--- src/rtl/rv_pkg.sv ---
// Shared RV32IM pipeline definitions used by the fetch stage and its IF/ID register.
package rv_pkg;

    localparam int          XLEN      = 32;
    localparam logic [31:0] RESET_PC  = 32'h0000_0000;
    localparam logic [31:0] NOP_INSTR = 32'h0000_0013;

    typedef enum logic [1:0] {
        FS_BOOT = 2'd0,
        FS_RUN  = 2'd1,
        FS_HALT = 2'd2
    } fetch_state_e;

    typedef enum logic [1:0] {
        IFID_HOLD  = 2'd0,
        IFID_FLUSH = 2'd1,
        IFID_LOAD  = 2'd2
    } ifid_op_e;

    function automatic logic is_misaligned(input logic [XLEN-1:0] addr);
        return (addr[1:0] != 2'b00);
    endfunction

endpackage

--- src/rtl/fetch_stage_if.sv ---
// Control, instruction-memory and IF/ID bundle of the fetch stage.
// slave = fetch stage side, master = surrounding pipeline / memory side.
interface fetch_if;
    import rv_pkg::*;

    logic            stall;
    logic            redirect;
    logic [XLEN-1:0] redirect_pc;
    logic            halt;
    logic [XLEN-1:0] imem_addr;
    logic [XLEN-1:0] imem_instr;
    logic [XLEN-1:0] ifid_pc;
    logic [XLEN-1:0] ifid_pc4;
    logic [XLEN-1:0] ifid_instr;
    logic            ifid_valid;
    logic            fetch_misalign;
    logic            halted;
    logic [31:0]     fetch_count;

    modport master (
        output stall, redirect, redirect_pc, halt, imem_instr,
        input  imem_addr, ifid_pc, ifid_pc4, ifid_instr, ifid_valid,
               fetch_misalign, halted, fetch_count
    );

    modport slave (
        input  stall, redirect, redirect_pc, halt, imem_instr,
        output imem_addr, ifid_pc, ifid_pc4, ifid_instr, ifid_valid,
               fetch_misalign, halted, fetch_count
    );

endinterface

--- src/rtl/fetch_stage_ifid_reg.sv ---
// IF/ID pipeline register: hold, flush to a NOP bubble, or load a new fetch.
module ifid_reg
    import rv_pkg::*;
(
    input  logic            clk_i,
    input  logic            rst_i,
    input  ifid_op_e        op_i,
    input  logic [XLEN-1:0] pc_i,
    input  logic [XLEN-1:0] instr_i,
    output logic [XLEN-1:0] pc_o,
    output logic [XLEN-1:0] pc4_o,
    output logic [XLEN-1:0] instr_o,
    output logic            valid_o
);

    logic [XLEN-1:0] pc_q,    pc_d;
    logic [XLEN-1:0] pc4_q,   pc4_d;
    logic [XLEN-1:0] instr_q, instr_d;
    logic            valid_q, valid_d;

    // A flush leaves the PC fields alone; only the instruction/valid pair becomes a bubble.
    always_comb begin
        pc_d    = pc_q;
        pc4_d   = pc4_q;
        instr_d = instr_q;
        valid_d = valid_q;
        case (op_i)
            IFID_LOAD: begin
                pc_d    = pc_i;
                pc4_d   = pc_i + 32'd4;
                instr_d = instr_i;
                valid_d = 1'b1;
            end
            IFID_FLUSH: begin
                instr_d = NOP_INSTR;
                valid_d = 1'b0;
            end
            IFID_HOLD: begin
                valid_d = valid_q;
            end
            default: begin
                instr_d = NOP_INSTR;
                valid_d = 1'b0;
            end
        endcase
    end

    // IF/ID state register with synchronous reset.
    always_ff @(posedge clk_i) begin
        if (rst_i) begin
            pc_q    <= 32'h0000_0000;
            pc4_q   <= 32'h0000_0000;
            instr_q <= NOP_INSTR;
            valid_q <= 1'b0;
        end else begin
            pc_q    <= pc_d;
            pc4_q   <= pc4_d;
            instr_q <= instr_d;
            valid_q <= valid_d;
        end
    end

    assign pc_o    = pc_q;
    assign pc4_o   = pc4_q;
    assign instr_o = instr_q;
    assign valid_o = valid_q;

endmodule

--- src/rtl/fetch_stage.sv ---
// RV32IM instruction-fetch stage: PC, BOOT/RUN/HALT sequencing, IF/ID register
// and a retired-fetch counter for bring-up.
module fetch_stage
    import rv_pkg::*;
#(
    parameter logic [31:0] RESET_PC_P = RESET_PC
) (
    input  logic  clk_i,
    input  logic  rst_i,
    fetch_if.slave fif
);

    fetch_state_e    state_q, state_d;
    logic [XLEN-1:0] pc_q, pc_d;
    logic [31:0]     count_q, count_d;
    logic            misalign_q, misalign_d;
    ifid_op_e        ifid_op_s;

    // Next-state: REDIRECT beats HALT beats STALL beats sequential fetch.
    always_comb begin
        state_d    = state_q;
        pc_d       = pc_q;
        count_d    = count_q;
        misalign_d = 1'b0;
        ifid_op_s  = IFID_HOLD;
        case (state_q)
            FS_BOOT: begin
                state_d   = FS_RUN;
                pc_d      = RESET_PC_P;
                ifid_op_s = IFID_FLUSH;
            end
            FS_RUN: begin
                if (fif.redirect) begin
                    pc_d       = {fif.redirect_pc[XLEN-1:2], 2'b00};
                    misalign_d = is_misaligned(fif.redirect_pc);
                    ifid_op_s  = IFID_FLUSH;
                end else if (fif.halt) begin
                    state_d   = FS_HALT;
                    ifid_op_s = IFID_FLUSH;
                end else if (fif.stall) begin
                    ifid_op_s = IFID_HOLD;
                end else begin
                    ifid_op_s = IFID_LOAD;
                    pc_d      = pc_q + 32'd4;
                    count_d   = count_q + 32'd1;
                end
            end
            FS_HALT: begin
                ifid_op_s = IFID_FLUSH;
            end
            default: begin
                state_d   = FS_BOOT;
                ifid_op_s = IFID_FLUSH;
            end
        endcase
    end

    // PC, FSM, misalign flag and counter registers with synchronous reset.
    always_ff @(posedge clk_i) begin
        if (rst_i) begin
            state_q    <= FS_BOOT;
            pc_q       <= RESET_PC_P;
            count_q    <= 32'h0000_0000;
            misalign_q <= 1'b0;
        end else begin
            state_q    <= state_d;
            pc_q       <= pc_d;
            count_q    <= count_d;
            misalign_q <= misalign_d;
        end
    end

    ifid_reg u_ifid_reg (
        .clk_i   (clk_i),
        .rst_i   (rst_i),
        .op_i    (ifid_op_s),
        .pc_i    (pc_q),
        .instr_i (fif.imem_instr),
        .pc_o    (fif.ifid_pc),
        .pc4_o   (fif.ifid_pc4),
        .instr_o (fif.ifid_instr),
        .valid_o (fif.ifid_valid)
    );

    assign fif.imem_addr      = pc_q;
    assign fif.halted         = (state_q == FS_HALT);
    assign fif.fetch_misalign = misalign_q;
    assign fif.fetch_count    = count_q;

endmodule

--- src/flat_wrapper.sv ---
// flat-port wrapper written by rule: the top's interface ports become plain ports
module fetch_stage_flat import rv_pkg::*;
#(
    parameter logic [31:0] RESET_PC_P = RESET_PC
)
  (clk_i, rst_i, fif_stall, fif_redirect, fif_redirect_pc, fif_halt, fif_imem_instr, fif_imem_addr, fif_ifid_pc, fif_ifid_pc4, fif_ifid_instr, fif_ifid_valid, fif_fetch_misalign, fif_halted, fif_fetch_count);
  fetch_if fif_i ();
  input  logic clk_i;
  input  logic rst_i;
  input wire logic [$bits(fif_i.stall)-1:0] fif_stall;
  input wire logic [$bits(fif_i.redirect)-1:0] fif_redirect;
  input wire logic [$bits(fif_i.redirect_pc)-1:0] fif_redirect_pc;
  input wire logic [$bits(fif_i.halt)-1:0] fif_halt;
  input wire logic [$bits(fif_i.imem_instr)-1:0] fif_imem_instr;
  output wire logic [$bits(fif_i.imem_addr)-1:0] fif_imem_addr;
  output wire logic [$bits(fif_i.ifid_pc)-1:0] fif_ifid_pc;
  output wire logic [$bits(fif_i.ifid_pc4)-1:0] fif_ifid_pc4;
  output wire logic [$bits(fif_i.ifid_instr)-1:0] fif_ifid_instr;
  output wire logic [$bits(fif_i.ifid_valid)-1:0] fif_ifid_valid;
  output wire logic [$bits(fif_i.fetch_misalign)-1:0] fif_fetch_misalign;
  output wire logic [$bits(fif_i.halted)-1:0] fif_halted;
  output wire logic [$bits(fif_i.fetch_count)-1:0] fif_fetch_count;
  assign fif_i.stall = fif_stall;
  assign fif_i.redirect = fif_redirect;
  assign fif_i.redirect_pc = fif_redirect_pc;
  assign fif_i.halt = fif_halt;
  assign fif_i.imem_instr = fif_imem_instr;
  assign fif_imem_addr = fif_i.imem_addr;
  assign fif_ifid_pc = fif_i.ifid_pc;
  assign fif_ifid_pc4 = fif_i.ifid_pc4;
  assign fif_ifid_instr = fif_i.ifid_instr;
  assign fif_ifid_valid = fif_i.ifid_valid;
  assign fif_fetch_misalign = fif_i.fetch_misalign;
  assign fif_halted = fif_i.halted;
  assign fif_fetch_count = fif_i.fetch_count;
  fetch_stage #(.RESET_PC_P(RESET_PC_P)) u_core (.clk_i(clk_i), .rst_i(rst_i), .fif(fif_i));
endmodule
--- config.mk ---
export PLATFORM = sky130hd
export DESIGN_NAME = fetch_stage_flat
export DESIGN_NICKNAME = d
export VERILOG_FILES = /design/src/rtl/rv_pkg.sv /design/src/rtl/fetch_stage_if.sv /design/src/rtl/fetch_stage_ifid_reg.sv /design/src/rtl/fetch_stage.sv /design/src/flat_wrapper.sv
export SDC_FILE = /design/constraint.sdc
export NUM_CORES = 1
export LEC_CHECK = 0
export CORE_UTILIZATION = 42
export CTS_CLUSTER_DIAMETER = 50
export CTS_CLUSTER_SIZE = 40
export DETAILED_ROUTE_END_ITERATION = 6
export PLACE_DENSITY = 0.79
export SYNTH_ARGS = -nofsm -noshare
export SYNTH_HDL_FRONTEND = slang
export SYNTH_SLANG_ARGS = --single-unit
--- constraint.sdc ---
create_clock -name clk_i -period 2.2 [get_ports clk_i]
set_input_delay 0.44 -clock clk_i [delete_from_list [all_inputs] [get_ports clk_i]]
set_output_delay 0.44 -clock clk_i [all_outputs]
set_load 0.02 [all_outputs]
; ---- Yosys cells after proc, flatten, opt, wreduce, memory -nomap -nowiden
; Index checks and enable logic that the tools add are counted.
[totals]
reg_bits = 164
in_bits = 69
wordCells = 43
[op_classes]
add_sub_neg = 2
n_eq_ne = 7
muxes = 13
bitwise = 5
n_reduce_logical = 8
[op_table]
columns = op, count
row1 = 32-bit one-hot mux with 2 select lines, 2
row2 = 32-bit two-way mux, 3
row3 = 32-bit by 1-bit adder with 32-bit output (second input constant), 1
row4 = 32-bit by 3-bit adder with 32-bit output (second input constant), 1
row5 = 2-bit two-way mux, 6
row6 = 3-bit != test (second input constant), 2
row7 = 2-bit one-hot mux with 3 select lines, 1
row8 = 3-bit AND reduction, 2
row9 = 1-bit NOT, 5
row10 = 2-bit == test (second input constant), 2
row11 = 2-bit logical NOT, 2
row12 = 2-bit != test (second input constant), 2
row13 = 4-bit AND reduction, 1
row14 = 2-bit nonzero test, 2
row15 = 3-bit OR reduction, 1
row16 = 2-bit by 1-bit == test with 1-bit output (second input constant), 1
row17 = 1-bit one-hot mux with 2 select lines, 1

; ---- Longest topological paths before layout
[logic_depth]
depth_word = 6
mapped_depth = 7

; ---- By module
; From an unflattened synthesis, not the netlist that was laid out.
[unflattened]
cells_unflattened = 897
hier_area_um2 = 7494.7
[modules_own_cells]
columns = module, instances, cells_each, area_per_inst_um2
row1 = ifid_reg, 1, 452, 3918.8
row2 = fetch_stage, 1, 445, 3575.9

; ---- Least setup slack after synthesis
; No wires, ideal clock.
[synth_timing]
kind = reg2reg
startpoint = register u_core.pc_q[4] (netlist: u_core.fif.imem_addr[4])
endpoint = register u_core.pc_q[25] (netlist: u_core.fif.imem_addr[25])
setup_time_ns = 0.114
arrival_ns = 2.185
setup_slack_ns = -0.099
path_stages_with_launch = 7
synth_period_minus_slack_ns = 2.299
path_cell_list = dfxtp_1 buf_2 nand4_4 or4_4 or4_4 a21o_1 a21o_1
[synth_between]
elab_chain_len = 5
[synth_rtl]
columns = item, line_no
row1 = "start, declared", fetch_stage.sv:14  ; logic [XLEN-1:0] pc_q, pc_d;
row2 = "start signal, assigned", fetch_stage.sv:67  ; pc_q <= pc_d;
row3 = 32-bit by 3-bit adder with 32-bit output, fetch_stage.sv:44  ; pc_d = pc_q + 32'd4;
row4 = 32-bit two-way mux, fetch_stage.sv:40  ; end else if (fif.stall) begin
row5 = 32-bit two-way mux, fetch_stage.sv:37  ; end else if (fif.halt) begin
row6 = 32-bit two-way mux, fetch_stage.sv:33  ; if (fif.redirect) begin
row7 = 32-bit one-hot mux with 2 select lines, fetch_stage.sv:26  ; case (state_q)
; Every way passes these cells. The select of a mux whose other input is x is not followed.
; A chain may end at the register's enable or synchronous reset.

; ---- Final worst setup path
[layout_timing]
startpoint = register u_core.pc_q[2] (netlist: u_core.fif.imem_addr[2])
endpoint = register u_core.u_ifid_reg.pc4_q[26] (netlist: u_core.u_ifid_reg.pc4_o[26])
[layout_between]
elab_chain_len = 1
[layout_rtl]
columns = item, line_no
row1 = 32-bit by 3-bit adder with 32-bit output, fetch_stage_ifid_reg.sv:30  ; pc4_d = pc_i + 32'd4;
row2 = "end signal, assigned", fetch_stage_ifid_reg.sv:57  ; pc4_q <= pc4_d;
row3 = "end, declared", fetch_stage_ifid_reg.sv:17  ; logic [XLEN-1:0] pc4_q, pc4_d;
; Every way passes these cells.

==> run metrics <==
critical path class reg -> reg; total of warnings raised by yosys 0; hold slack 0.427 ns; final worst setup slack 0.0561 ns; wire per inst roughly 17 um; GRT Total Usage 0.254; most frequent cells in the layout clkdlybuf4s50_1, dfxtp_1, nand2_1, nor2_1, buf_4; Vias 7037; Seq/Total Area, Yosys 0.451; Worst-Skew Late Latency 0.42 ns; Setup Viol. Count Final 0; starting DRC count in detailed routing 498; site row count between 40 and 50; fin nets approximately 1200; library cells used by synthesis 60; ys async rst share 0; CP Capture Type flop; DIE WIDTH 131 um; worst-path fanout max 8; gpl congestion between 0.8 and 0.9; Final Core Density 0.653; Antenna diodes 0; FF/Latch Area approximately 3200 um^2; Yosys top cell area share 0.451; Final Hold Fails 0; maximum root-to-sink buffer count 2; TNS Setup 0 ns; worst min-delay path class in -> reg; peak supply drop 585 uV; # IOs around 230; die span in y approximately 130 um; outcome complete, no violations; clk sinks between 150 and 200; Slew Viols, Final 0; Final Critical Period between 2 and 2.5 ns; register clock-pin slew on the reported worst setup and hold paths roughly 0.060 ns; CP delay by family, top simple AND/OR/NAND/NOR gates; Layout area overhead 49.8%; initial core utilization 0.436; fill count around 1400; H-tree levels 4; maximum number of pins on one net before global-route repair 49; clk_skew between 0.005 and 0.006 ns; Fmax approximately 470 MHz; main flop type after synthesis dfxtp_1; startpoint types flop; share of power burned in registers 0.431; drt total wl roughly 22000 um; Post-Synthesis Cell Area 7020 um^2; worst path cell trace buf_4, ha_2, nand3_1, nor3_2, clkdlybuf4s15_2, nand4_1, xor2_1, a211oi_1; WP data arrival between 2 and 2.5 ns; drt pass-1 iters 5; Switching Fraction 0.233; area of the multi-input gates 3580 um^2; syn avg cell area ~8.4 um^2; CP peak stage delay ~0.35 ns; Post-synth EDFFs 0; worst slew pin tran 0.530 ns; leading cell type in the layout, fill and taps excluded clkdlybuf4s50_1; CP max stage cell clkdlybuf4s15_2; initial antenna violation count 0; clock share of power 0.462; Logic pwr share 0.108; cell taking the most area after synthesis dfxtp_1; Core ar. 16100 um^2; Tcrit/Tclk final 0.974; Cell Pwr Density 655 nW/um^2; largest cells by area after synthesis dfxtp_1, nand2_1, nor2_1, mux2i_1, a21oi_1; CTS tree built; Antenna Nets Post-Route 0; Int Pwr 5280 uW; NetSw roughly 1600 uW; global-route wire length before repair approximately 35000 um; drc violations 0; DR vias/cell 5.36; die area ~17000 um^2; grt ovf 0; worst path required time approximately 2.5 ns; Synth Instances 834; CTS buffer count 17; Max-Cap Viols 0; detailed placer's ending HPWL about 16000 um; leakage roughly 0.0038 uW; CTS Hold Bufs 0; crit path buf inv count 2; ratio of cells with drive above 1 in the final layout 0.120; CTS Root Cell clkbuf_16; Port Buffers around 230; worst slack, placed -0.374 ns; vias in the first global route 6804; #FFs+latches synth 158; Slew HR 0.646
[per-stage QoR]
stage / total power, uW / cells / instance area [um^2]
after global routing: 7110 / 1313 / 10500
after floorplan: 3390 / 839 / 7060
after detailed placement: 3770 / 1277 / 9830
after global placement: 3760 / 1277 / 9830
final: 6890 / 1313 / 10500
after CTS: 6930 / 1308 / 10500
[area by class of cell]
cell class                 count  area share
inverter                      10     0.00357
clock buffer                  19      0.0412
sequential                   158       0.302
multi-input combinational    602       0.340
timing repair buffer         296       0.269
tap                          216      0.0257
clock inverter                12      0.0184
[Yosys cell counts (18+ instances only)]
master,instances
a211oi_1,26
a21oi_1,57
clkbuf_1,56
dfxtp_1,158
mux2i_1,32
nand2_1,106
nand3_1,30
nor2_1,100
nor3_1,21
o21ai_0,34
xnor2_1,30
xor2_1,18
[kinds of logic after synthesis]
| group | count (synthesis) | share of synthesized area |
|---|---|---|
| fa+ha+maj | 2 | 0.00356 |
| simple gates | 345 | 0.238 |
| compound gates | 169 | 0.154 |
| flops | 158 | 0.451 |
| other cells | 1 | 0.000534 |
| buf+inv | 79 | 0.0474 |
| mux | 32 | 0.0456 |
| xor+xnor | 48 | 0.0599 |
[what timing repair did]
| action | in CTS | in global routing |
|---|---|---|
| setup buffers | 0 | 4 |
| gates resized for setup | 1 | 5 |
| cloned | 0 | 1 |
| pin swaps | 0 | 4 |
| setup endpoints to repair | 1 | 15 |
[flip-flops by register name (all words and copies together), names as in the netlist]
name and count:
u_core.fif.fetch_count 32, u_core.fif.imem_addr 30, u_core.fif.fetch_misalign 1, u_core.u_ifid_reg.pc_o 30, u_core.u_ifid_reg.pc4_o 30, u_core.u_ifid_reg.valid_o 1
u_core.u_ifid_reg.instr_o 32, u_core.state_q 2
[metal layers]
layer	vias to the layer above	GRT usage	routed length (um)
li1	3405	-	-
met5	-	0	0
met2	303	0.417	10300
met1	3281	0.303	9120
met4	0	0.110	616
met3	48	0.0799	1990
[worst paths after layout]
kind                                  start                          end  slack (ns)  depth (start not counted)
setup / recovery    u_core.fif.imem_addr[2]  u_core.u_ifid_reg.pc4_o[26]        0.06                          8
hold reg to reg   u_core.u_ifid_reg.valid_o    u_core.u_ifid_reg.valid_o        0.44                          2
setup reg to reg    u_core.fif.imem_addr[2]  u_core.u_ifid_reg.pc4_o[26]        0.06                          8
hold / removal                        rst_i   u_core.u_ifid_reg.pc4_o[2]        0.43                          2
[power groups by stage]
stage / Clock [uW] / Combinational, uW / Sequential, uW
4_1_cts: 3230 / 739 / 2970
3_5_place_dp: 0 / 737 / 3030
5_1_grt: 3340 / 796 / 2970
6_report: 3180 / 742 / 2970
3_3_place_gp: 0 / 729 / 3030
2_1_floorplan: 0 / 304 / 3080
Power figures use the tool's default switching activity.
